===== src/rtl/datapath_regfile_pkg.sv =====
// rtl/datapath_regfile_pkg.sv - shared widths, wr_sel codes and inc_en bit indices
package datapath_regfile_pkg;

    localparam int DW_DEF = 16;
    localparam int RW_DEF = 8;

    // Destination codes share numbering with the bus mux read-select codes.
    localparam logic [3:0] WR_NONE = 4'd0;
    localparam logic [3:0] WR_AR   = 4'd1;
    localparam logic [3:0] WR_PC   = 4'd2;
    localparam logic [3:0] WR_DR   = 4'd3;
    localparam logic [3:0] WR_R    = 4'd4;
    localparam logic [3:0] WR_AC   = 4'd5;
    localparam logic [3:0] WR_TR   = 4'd6;
    localparam logic [3:0] WR_R1   = 4'd7;
    localparam logic [3:0] WR_R2   = 4'd8;
    localparam logic [3:0] WR_RI   = 4'd9;
    localparam logic [3:0] WR_RJ   = 4'd10;
    localparam logic [3:0] WR_RK   = 4'd11;
    localparam logic [3:0] WR_R3   = 4'd12;
    localparam logic [3:0] WR_IR   = 4'd13;

    localparam int INC_PC = 0;
    localparam int INC_RI = 1;
    localparam int INC_RJ = 2;
    localparam int INC_RK = 3;
    localparam int INC_AC = 4;

endpackage


===== src/rtl/datapath_regfile_inc_reg.sv =====
// rtl/datapath_regfile_inc_reg.sv - register with load (priority) and wrapping increment
module datapath_regfile_inc_reg #(
    parameter int           W   = 8,
    parameter logic [W-1:0] RST = '0
) (
    input  logic         clk,
    input  logic         rst_n,
    input  logic         ld_i,
    input  logic [W-1:0] d_i,
    input  logic         inc_i,
    output logic [W-1:0] q_o
);

    logic [W-1:0] q_q;
    logic [W-1:0] q_d;

    always_comb begin
        q_d = q_q;
        if (ld_i) begin
            q_d = d_i;
        end else if (inc_i) begin
            q_d = q_q + {{(W-1){1'b0}}, 1'b1};
        end
    end

    always_ff @(posedge clk or negedge rst_n) begin
        if (!rst_n) begin
            q_q <= RST;
        end else begin
            q_q <= q_d;
        end
    end

    assign q_o = q_q;

endmodule


===== src/rtl/datapath_regfile.sv =====
// rtl/datapath_regfile.sv - core register bank fed from the shared bus
module datapath_regfile
    import datapath_regfile_pkg::*;
#(
    parameter int            DW     = DW_DEF,
    parameter int            RW     = RW_DEF,
    parameter logic [RW-1:0] PC_RST = '0
) (
    input  logic          clk,
    input  logic          rst_n,
    input  logic [DW-1:0] bus_in,
    input  logic [3:0]    wr_sel,
    input  logic [4:0]    inc_en,
    input  logic          clr_ac,
    input  logic          alu_we,
    input  logic [DW-1:0] alu_in,
    output logic [RW-1:0] ar,
    output logic [RW-1:0] ir,
    output logic [RW-1:0] pc,
    output logic [RW-1:0] dr,
    output logic [RW-1:0] r,
    output logic [RW-1:0] r1,
    output logic [RW-1:0] r2,
    output logic [RW-1:0] ri,
    output logic [RW-1:0] rj,
    output logic [RW-1:0] rk,
    output logic [RW-1:0] r3,
    output logic [DW-1:0] ac,
    output logic [DW-1:0] tr,
    output logic          z
);

    logic [RW-1:0] bus_lo;
    logic          ac_ld;
    logic [DW-1:0] ac_d;

    logic [RW-1:0] ar_q, ir_q, dr_q, r_q, r1_q, r2_q, r3_q;
    logic [DW-1:0] tr_q;

    assign bus_lo = bus_in[RW-1:0];

    datapath_regfile_inc_reg #(.W(RW), .RST(PC_RST)) u_pc (
        .clk(clk), .rst_n(rst_n), .ld_i(wr_sel == WR_PC), .d_i(bus_lo),
        .inc_i(inc_en[INC_PC]), .q_o(pc)
    );

    datapath_regfile_inc_reg #(.W(RW), .RST('0)) u_ri (
        .clk(clk), .rst_n(rst_n), .ld_i(wr_sel == WR_RI), .d_i(bus_lo),
        .inc_i(inc_en[INC_RI]), .q_o(ri)
    );

    datapath_regfile_inc_reg #(.W(RW), .RST('0)) u_rj (
        .clk(clk), .rst_n(rst_n), .ld_i(wr_sel == WR_RJ), .d_i(bus_lo),
        .inc_i(inc_en[INC_RJ]), .q_o(rj)
    );

    datapath_regfile_inc_reg #(.W(RW), .RST('0)) u_rk (
        .clk(clk), .rst_n(rst_n), .ld_i(wr_sel == WR_RK), .d_i(bus_lo),
        .inc_i(inc_en[INC_RK]), .q_o(rk)
    );

    // Clear and ALU load ride on the load port so they outrank both bus write and increment.
    always_comb begin
        ac_ld = clr_ac || alu_we || (wr_sel == WR_AC);
        ac_d  = bus_in;
        if (clr_ac) begin
            ac_d = '0;
        end else if (alu_we) begin
            ac_d = alu_in;
        end
    end

    datapath_regfile_inc_reg #(.W(DW), .RST('0)) u_ac (
        .clk(clk), .rst_n(rst_n), .ld_i(ac_ld), .d_i(ac_d),
        .inc_i(inc_en[INC_AC]), .q_o(ac)
    );

    always_ff @(posedge clk or negedge rst_n) begin
        if (!rst_n) begin
            ar_q <= '0;
            ir_q <= '0;
            dr_q <= '0;
            r_q  <= '0;
            r1_q <= '0;
            r2_q <= '0;
            r3_q <= '0;
            tr_q <= '0;
        end else begin
            if (wr_sel == WR_AR) ar_q <= bus_lo;
            if (wr_sel == WR_IR) ir_q <= bus_lo;
            if (wr_sel == WR_DR) dr_q <= bus_lo;
            if (wr_sel == WR_R)  r_q  <= bus_lo;
            if (wr_sel == WR_R1) r1_q <= bus_lo;
            if (wr_sel == WR_R2) r2_q <= bus_lo;
            if (wr_sel == WR_R3) r3_q <= bus_lo;
            if (wr_sel == WR_TR) tr_q <= bus_in;
        end
    end

    assign ar = ar_q;
    assign ir = ir_q;
    assign dr = dr_q;
    assign r  = r_q;
    assign r1 = r1_q;
    assign r2 = r2_q;
    assign r3 = r3_q;
    assign tr = tr_q;
    assign z  = (ac == '0);

endmodule

===== config.mk =====
export PLATFORM = sky130hd
export DESIGN_NAME = datapath_regfile
export DESIGN_NICKNAME = d
export VERILOG_FILES = /design/src/rtl/datapath_regfile_pkg.sv /design/src/rtl/datapath_regfile_inc_reg.sv /design/src/rtl/datapath_regfile.sv
export SDC_FILE = /design/constraint.sdc
export NUM_CORES = 1
export LEC_CHECK = 0
export BUFFER_PORTS_ARGS = -buffer_cell sky130_fd_sc_hd__clkbuf_2
export CORE_ASPECT_RATIO = 1.25
export CORE_UTILIZATION = 45
export DETAILED_ROUTE_END_ITERATION = 6
export MAX_ROUTING_LAYER = met4
export PLACE_DENSITY = 0.71
export REMOVE_ABC_BUFFERS = 1
export SYNTH_ARGS = -nofsm -noshare
export SYNTH_HDL_FRONTEND = slang
export SYNTH_HIERARCHICAL = 1
export SYNTH_SLANG_ARGS = --single-unit

===== constraint.sdc =====
create_clock -name clk -period 1.95 [get_ports clk]
set_input_delay 0.39 -clock clk [delete_from_list [all_inputs] [get_ports clk]]
set_output_delay 0.39 -clock clk [all_outputs]
set_load 0.01 [all_outputs]

After elaboration in Yosys (flattened, before gate mapping) --
Index checks and enable logic that the tools add are counted.
Word-level totals: register bits 120, latch bits 0, memory bits (writable) 0, memory bits (read-only) 0, input bits 45, output and inout port bits 121, memories 0
Operators by class: $add $sub $neg 5, multiply operators 0, divide/modulo/power cells 0, $lt $le $gt $ge 0, equal/unequal tests 13, shift operators 0, mux-type cells 12, bitwise operators 0, reductions and logical operators 8
Operator list (count):
- $mux 16 | 4
- $mux 8 | 8
- $add 8x1->8 const B | 4
- $eq 4x4->1 const B | 6
- $add 16x1->16 const B | 1
- $eq 4x3->1 const B | 4
- $logic_not 16->1 | 1
- $reduce_bool 2->1 | 5
- $eq 4x2->1 const B | 2
- $eq 4x1->1 const B | 1
- $logic_or 1x1->1 | 2

Logic depth before layout (Yosys ltp) --
depth after elaboration 3, gate-level depth with buffers 7, mapped depth without buffers 5

Modules after synthesis --
The synthesis kept the hierarchy.
By module, submodules not included:
- datapath_regfile | instances 1, cells an instance 210, area each 3118.0 µm²
- datapath_regfile_inc_reg (u_pc ...) | instances 4, cells an instance 49, area each 450.4 µm²
- datapath_regfile_inc_reg (u_ac) | instances 1, cells an instance 99, area each 943.4 µm²

Worst setup path after synthesis --
OpenSTA, ideal clock, no wires.
path kind input port to flip-flop, from input port wr_sel[2], to register u_ac.q_q[14] (netlist: u_ac/q_o[14]), data arrival time 1.537 ns, required time 1.826 ns, path slack 0.289 ns, stages on the path 5, cells stage by stage buf_4 -> nor4bb_1 -> or3_1 -> clkbuf_1 -> o31a_1
Between the ends: longest elaborated chain between the ends 3
RTL lines:
- from (decl) | RTL line datapath_regfile.sv:12 | input logic [3:0] wr_sel,
- $eq 4x3->1 * | RTL line datapath_regfile.sv:64 | ac_ld = clr_ac || alu_we || (wr_sel == WR_AC);
- $logic_or 1x1->1 * | RTL line datapath_regfile.sv:64
- named net ac_ld | RTL line datapath_regfile.sv:34 | logic ac_ld;
- $mux 16 / $reduce_bool 2->1 (equally long branches)
- to (signal assigned) | RTL line datapath_regfile_inc_reg.sv:30 | q_q <= q_d;
- to (decl) | RTL line datapath_regfile_inc_reg.sv:14 | logic [W-1:0] q_q;
The timed path passes the listed nets; every way through them passes the cells marked *. A chain may end at the register's enable or synchronous reset.

Worst setup path after layout --
from register u_ac.q_q[6] (netlist: u_ac/q_o[6]), to output port z
Between the ends: longest elaborated chain between the ends 1
RTL lines:
- $logic_not 16->1 | RTL line datapath_regfile.sv:108 | assign z = (ac == '0);
- to (decl) | RTL line datapath_regfile.sv:30 | output logic z
No other way between the ends.

==> impl_metrics.env <==
export IMPL_drv_slew=0
export IMPL_syn_area_um2=5863
export IMPL_critPathSlowestCell="dfrtp_2"
export IMPL_worstMarginPinSlew_ns=0.4310
export IMPL_antenna_cells=0
export IMPL_p_clk_frac=0.318
export IMPL_clock_skew_ns=0.009102
export IMPL_core_rowCount=46
export IMPL_switching_share=0.3285
export IMPL_synth_edf_count=0
export IMPL_cts_buffers=17
export IMPL_dr_pass1_iters=4
export IMPL_drive_above_1_share=0.4548
export IMPL_min_delay_start="bus_in[14]"
export IMPL_wl_mm=15.06
export IMPL_async_flop_share=1.000
export IMPL_yosysTopAreaCell="dfrtp_1"
export IMPL_wl_per_cell_um=17.41
export IMPL_yosysWarnings=6
export IMPL_slew_headroom=0.7127
export IMPL_status="finished, final reports clean"
export IMPL_synth_area_leaders="dfrtp_1 51%, mux2_2 14%, nand2_1 3.8%"
export IMPL_p_per_area_nw_per_um2=1203
export IMPL_ff2ff_path_depth=4
export IMPL_cp_num_buf_inv=1
export IMPL_vias=4643
export IMPL_cp_start_kind="flop"
export IMPL_viasPerCell=5.368
export IMPL_core_um2=12720
export IMPL_postRouteAntennaNets=0
export IMPL_power_internal_mw=6.129
export IMPL_yosys_cell_types_count=40
export IMPL_rr_endpoint="u_ac/q_o[14]"
export IMPL_synth_ff_type="dfrtp_1"
export IMPL_min_path_cells=2
export IMPL_syn_avg_cell_area_um2=11.61
export IMPL_max_stage_delay_ns=0.44
export IMPL_area_growth_syn_to_layout_pct=29.45
export IMPL_worst_setup_path_end_kind="output pin"
export IMPL_worstPathArrival_ns=1.49
export IMPL_min_period_ns=1.880
export IMPL_fmax_mhz=531.9
export IMPL_wl_met3_um=693
export IMPL_met2_length_mm=7.778
export IMPL_dieHeight_um=129.6
export IMPL_leakagePower_nw=3.509
export IMPL_finalCritPeriodShare=0.9642
export IMPL_yosysSeqAreaShare=0.5122
export IMPL_top_layer="met4"
export IMPL_criticalPathCategory="reg -> out"
export IMPL_tritoncts="built"
export IMPL_overflow=0
export IMPL_worstReg2RegStart="u_ac/q_o[0]"
export IMPL_drt_iter0_drc=181
export IMPL_cts_reportedPaths_clkPinSlew_ns=0.05
export IMPL_power_switching_mw=2.998
export IMPL_die_width_um=104.1
export IMPL_hold_viol=0
export IMPL_grt_pass1_vias=4625
export IMPL_postSynthCellCount=505
export IMPL_die_area_um2=13490
export IMPL_grt_max_degree=41
export IMPL_hpwl_mm=10.65
export IMPL_setup_tns_ns=0
export IMPL_nets=735
export IMPL_clock_sinks=120
export IMPL_grtUsageTotal=0.2338
export IMPL_cts_max_path_buffers=2
export IMPL_place_congestion=0.8175
export IMPL_min_path_type="in -> reg"
export IMPL_h_tree_depth=4
export IMPL_setup_viol_count_final=0
export IMPL_cts_root_buf="clkbuf_16"
export IMPL_reg2reg_slack_ns=0.34
export IMPL_dp_slack_ns=0.1900
export IMPL_path_cells="nor4_2 -> and4_1 -> clkbuf_2"
export IMPL_finalWorstSetupSlack_ns=0.06989
export IMPL_antenna_found_initial=0
export IMPL_yosys_area_top_type_share=0.5122
export IMPL_place_port_buffers=165
export IMPL_peakVddDrop_mv=0.6358
export IMPL_worst_path_stages=3
export IMPL_p_seq_frac=0.421
export IMPL_yosys_register_bits=120
export IMPL_m1WireLength_mm=6.295
export IMPL_cp_top_family="simple AND/OR/NAND/NOR gates"
export IMPL_worstSkewPairLatency_ns=0.40
export IMPL_drc=0
export IMPL_start_util=0.4609
export IMPL_min_to="tr[14]"
export IMPL_grt_pass1_wl_mm=23.77
export IMPL_cp_required_ns=1.56
export IMPL_io_pins=166
export IMPL_cp_max_fo=5
export IMPL_cap_violations=0
export IMPL_pwr_share_comb=0.261
Yosys cell counts (2+ instances only):
cell type	count
a31oi_1	2
and4_1	2
and4_2	3
buf_2	6
buf_4	8
buf_6	2
clkbuf_1	12
dfrtp_1	120
ha_1	5
inv_1	4
mux2_2	72
mux2i_1	21
nand2_1	59
nand2b_1	4
nand3_1	24
nand4_1	11
nand4_4	6
nand4b_1	2
nor2_1	20
nor2b_1	12
nor3_1	3
nor4_1	4
nor4b_4	3
nor4bb_1	3
o21ai_0	36
o21ai_1	9
o31a_1	2
or4_1	12
xnor2_1	11
xor2_1	17
cell usage in the layout (no fill, tap or decap), types with 2 or more instances in the layout:
master	count
clkinvlp_4	3
o21ai_0	36
o21ai_1	9
clkbuf_1	3
nand4_4	6
xor2_1	17
nor4b_4	3
nor3_1	3
nand2_1	59
nor4bb_1	2
dfrtp_1	114
ha_1	5
and4_1	2
mux2_2	72
o31a_1	2
clkbuf_2	164
a31oi_1	2
nor4_2	4
nand3_1	24
buf_4	20
or4_1	12
nor2_1	20
clkbuf_8	3
xnor2_1	11
nand4_1	11
nand4b_1	2
inv_1	4
buf_12	5
clkbuf_16	17
and4_2	3
clkinv_2	4
nand2b_1	4
nor2b_1	12
mux2i_1	21
dfrtp_2	6
routing by layer:
metal | GRT usage | vias up
li1 | - | 2166
met1 | 0.2785 | 2300
met2 | 0.3937 | 155
met3 | 0.04427 | 22
met4 | 0.09244 | 0
met5 | - | -
metrics by stage:
step | hold WS (ns) | area [um^2] | cells | power (mW) | utilization
finish | 0.2469 | 7590 | 865 | 9.128 | 0.5967
global route | 0.2380 | 7590 | 865 | 9.599 | 0.5967
CTS | 0.2259 | 7555 | 863 | 9.182 | 0.5939
detailed placement | 0.3552 | 6988 | 831 | 6.249 | 0.5494
global placement | 0.3532 | 6988 | 831 | 6.115 | 0.5494
floorplan | 0.09441 | 5702 | 476 | 5.021 | -
what timing repair did:
item | CTS | global route
pin swaps | 1 | 1
hold endpoints to repair | 28 | 0
hold buffers | 1 | 0
setup buffers | 0 | 2
endpoints found under the setup margin | 1 | 1
resized for setup | 1 | 8
how the worst max path moves through the flow:
stage                      startpoint           end  slack (ns)
after global routing      u_ac/q_o[6]             z      -0.009
after detailed placement    wr_sel[2]  u_ac/q_o[13]        0.19
after global placement      wr_sel[2]  u_ac/q_o[13]        0.22
after floorplan             wr_sel[2]         tr[0]       -0.64
final                     u_ac/q_o[6]             z        0.07
after CTS                 u_ac/q_o[9]             z       0.009
layout make-up:
class	count	area, um^2
Fill cell	1071	5130
Tap cell	168	210.2
Clock inverter	8	72.57
Multi-Input combinational cell	352	2723
Timing Repair Buffer	190	1081
Inverter	4	15.01
Clock buffer	23	478.0
Sequential cell	120	3010
power by group through the flow:
| stage | logic [mW] | clock network (mW) | registers [mW] |
|---|---|---|---|
| 2_1_floorplan | 0.957 | 0 | 4.06 |
| 3_3_place_gp | 2.29 | 0 | 3.82 |
| 3_5_place_dp | 2.39 | 0 | 3.86 |
| 4_1_cts | 2.40 | 2.95 | 3.83 |
| 5_1_grt | 2.60 | 3.05 | 3.95 |
| 6_report | 2.39 | 2.90 | 3.84 |
kinds of logic (layout without fill, tap and decap cells):
logic type	Yosys count	in the layout	synth area share
compound gates	50	50	0.04524
xor+xnor	28	28	0.04183
fa+ha+maj	5	5	0.01067
buf+inv	33	225	0.03009
flops	120	120	0.5122
mux	93	93	0.1741
simple gates	176	176	0.1859
state kept, by name (all words and copies together), names as in the netlist:
name,flops
tr,16
u_ac/q_o,16
ar,8
dr,8
ir,8
r1,8
r2,8
r3,8
r,8
u_pc/q_o,8
u_ri/q_o,8
u_rj/q_o,8
u_rk/q_o,8
Note: power is estimated with default switching activity, not from simulation.
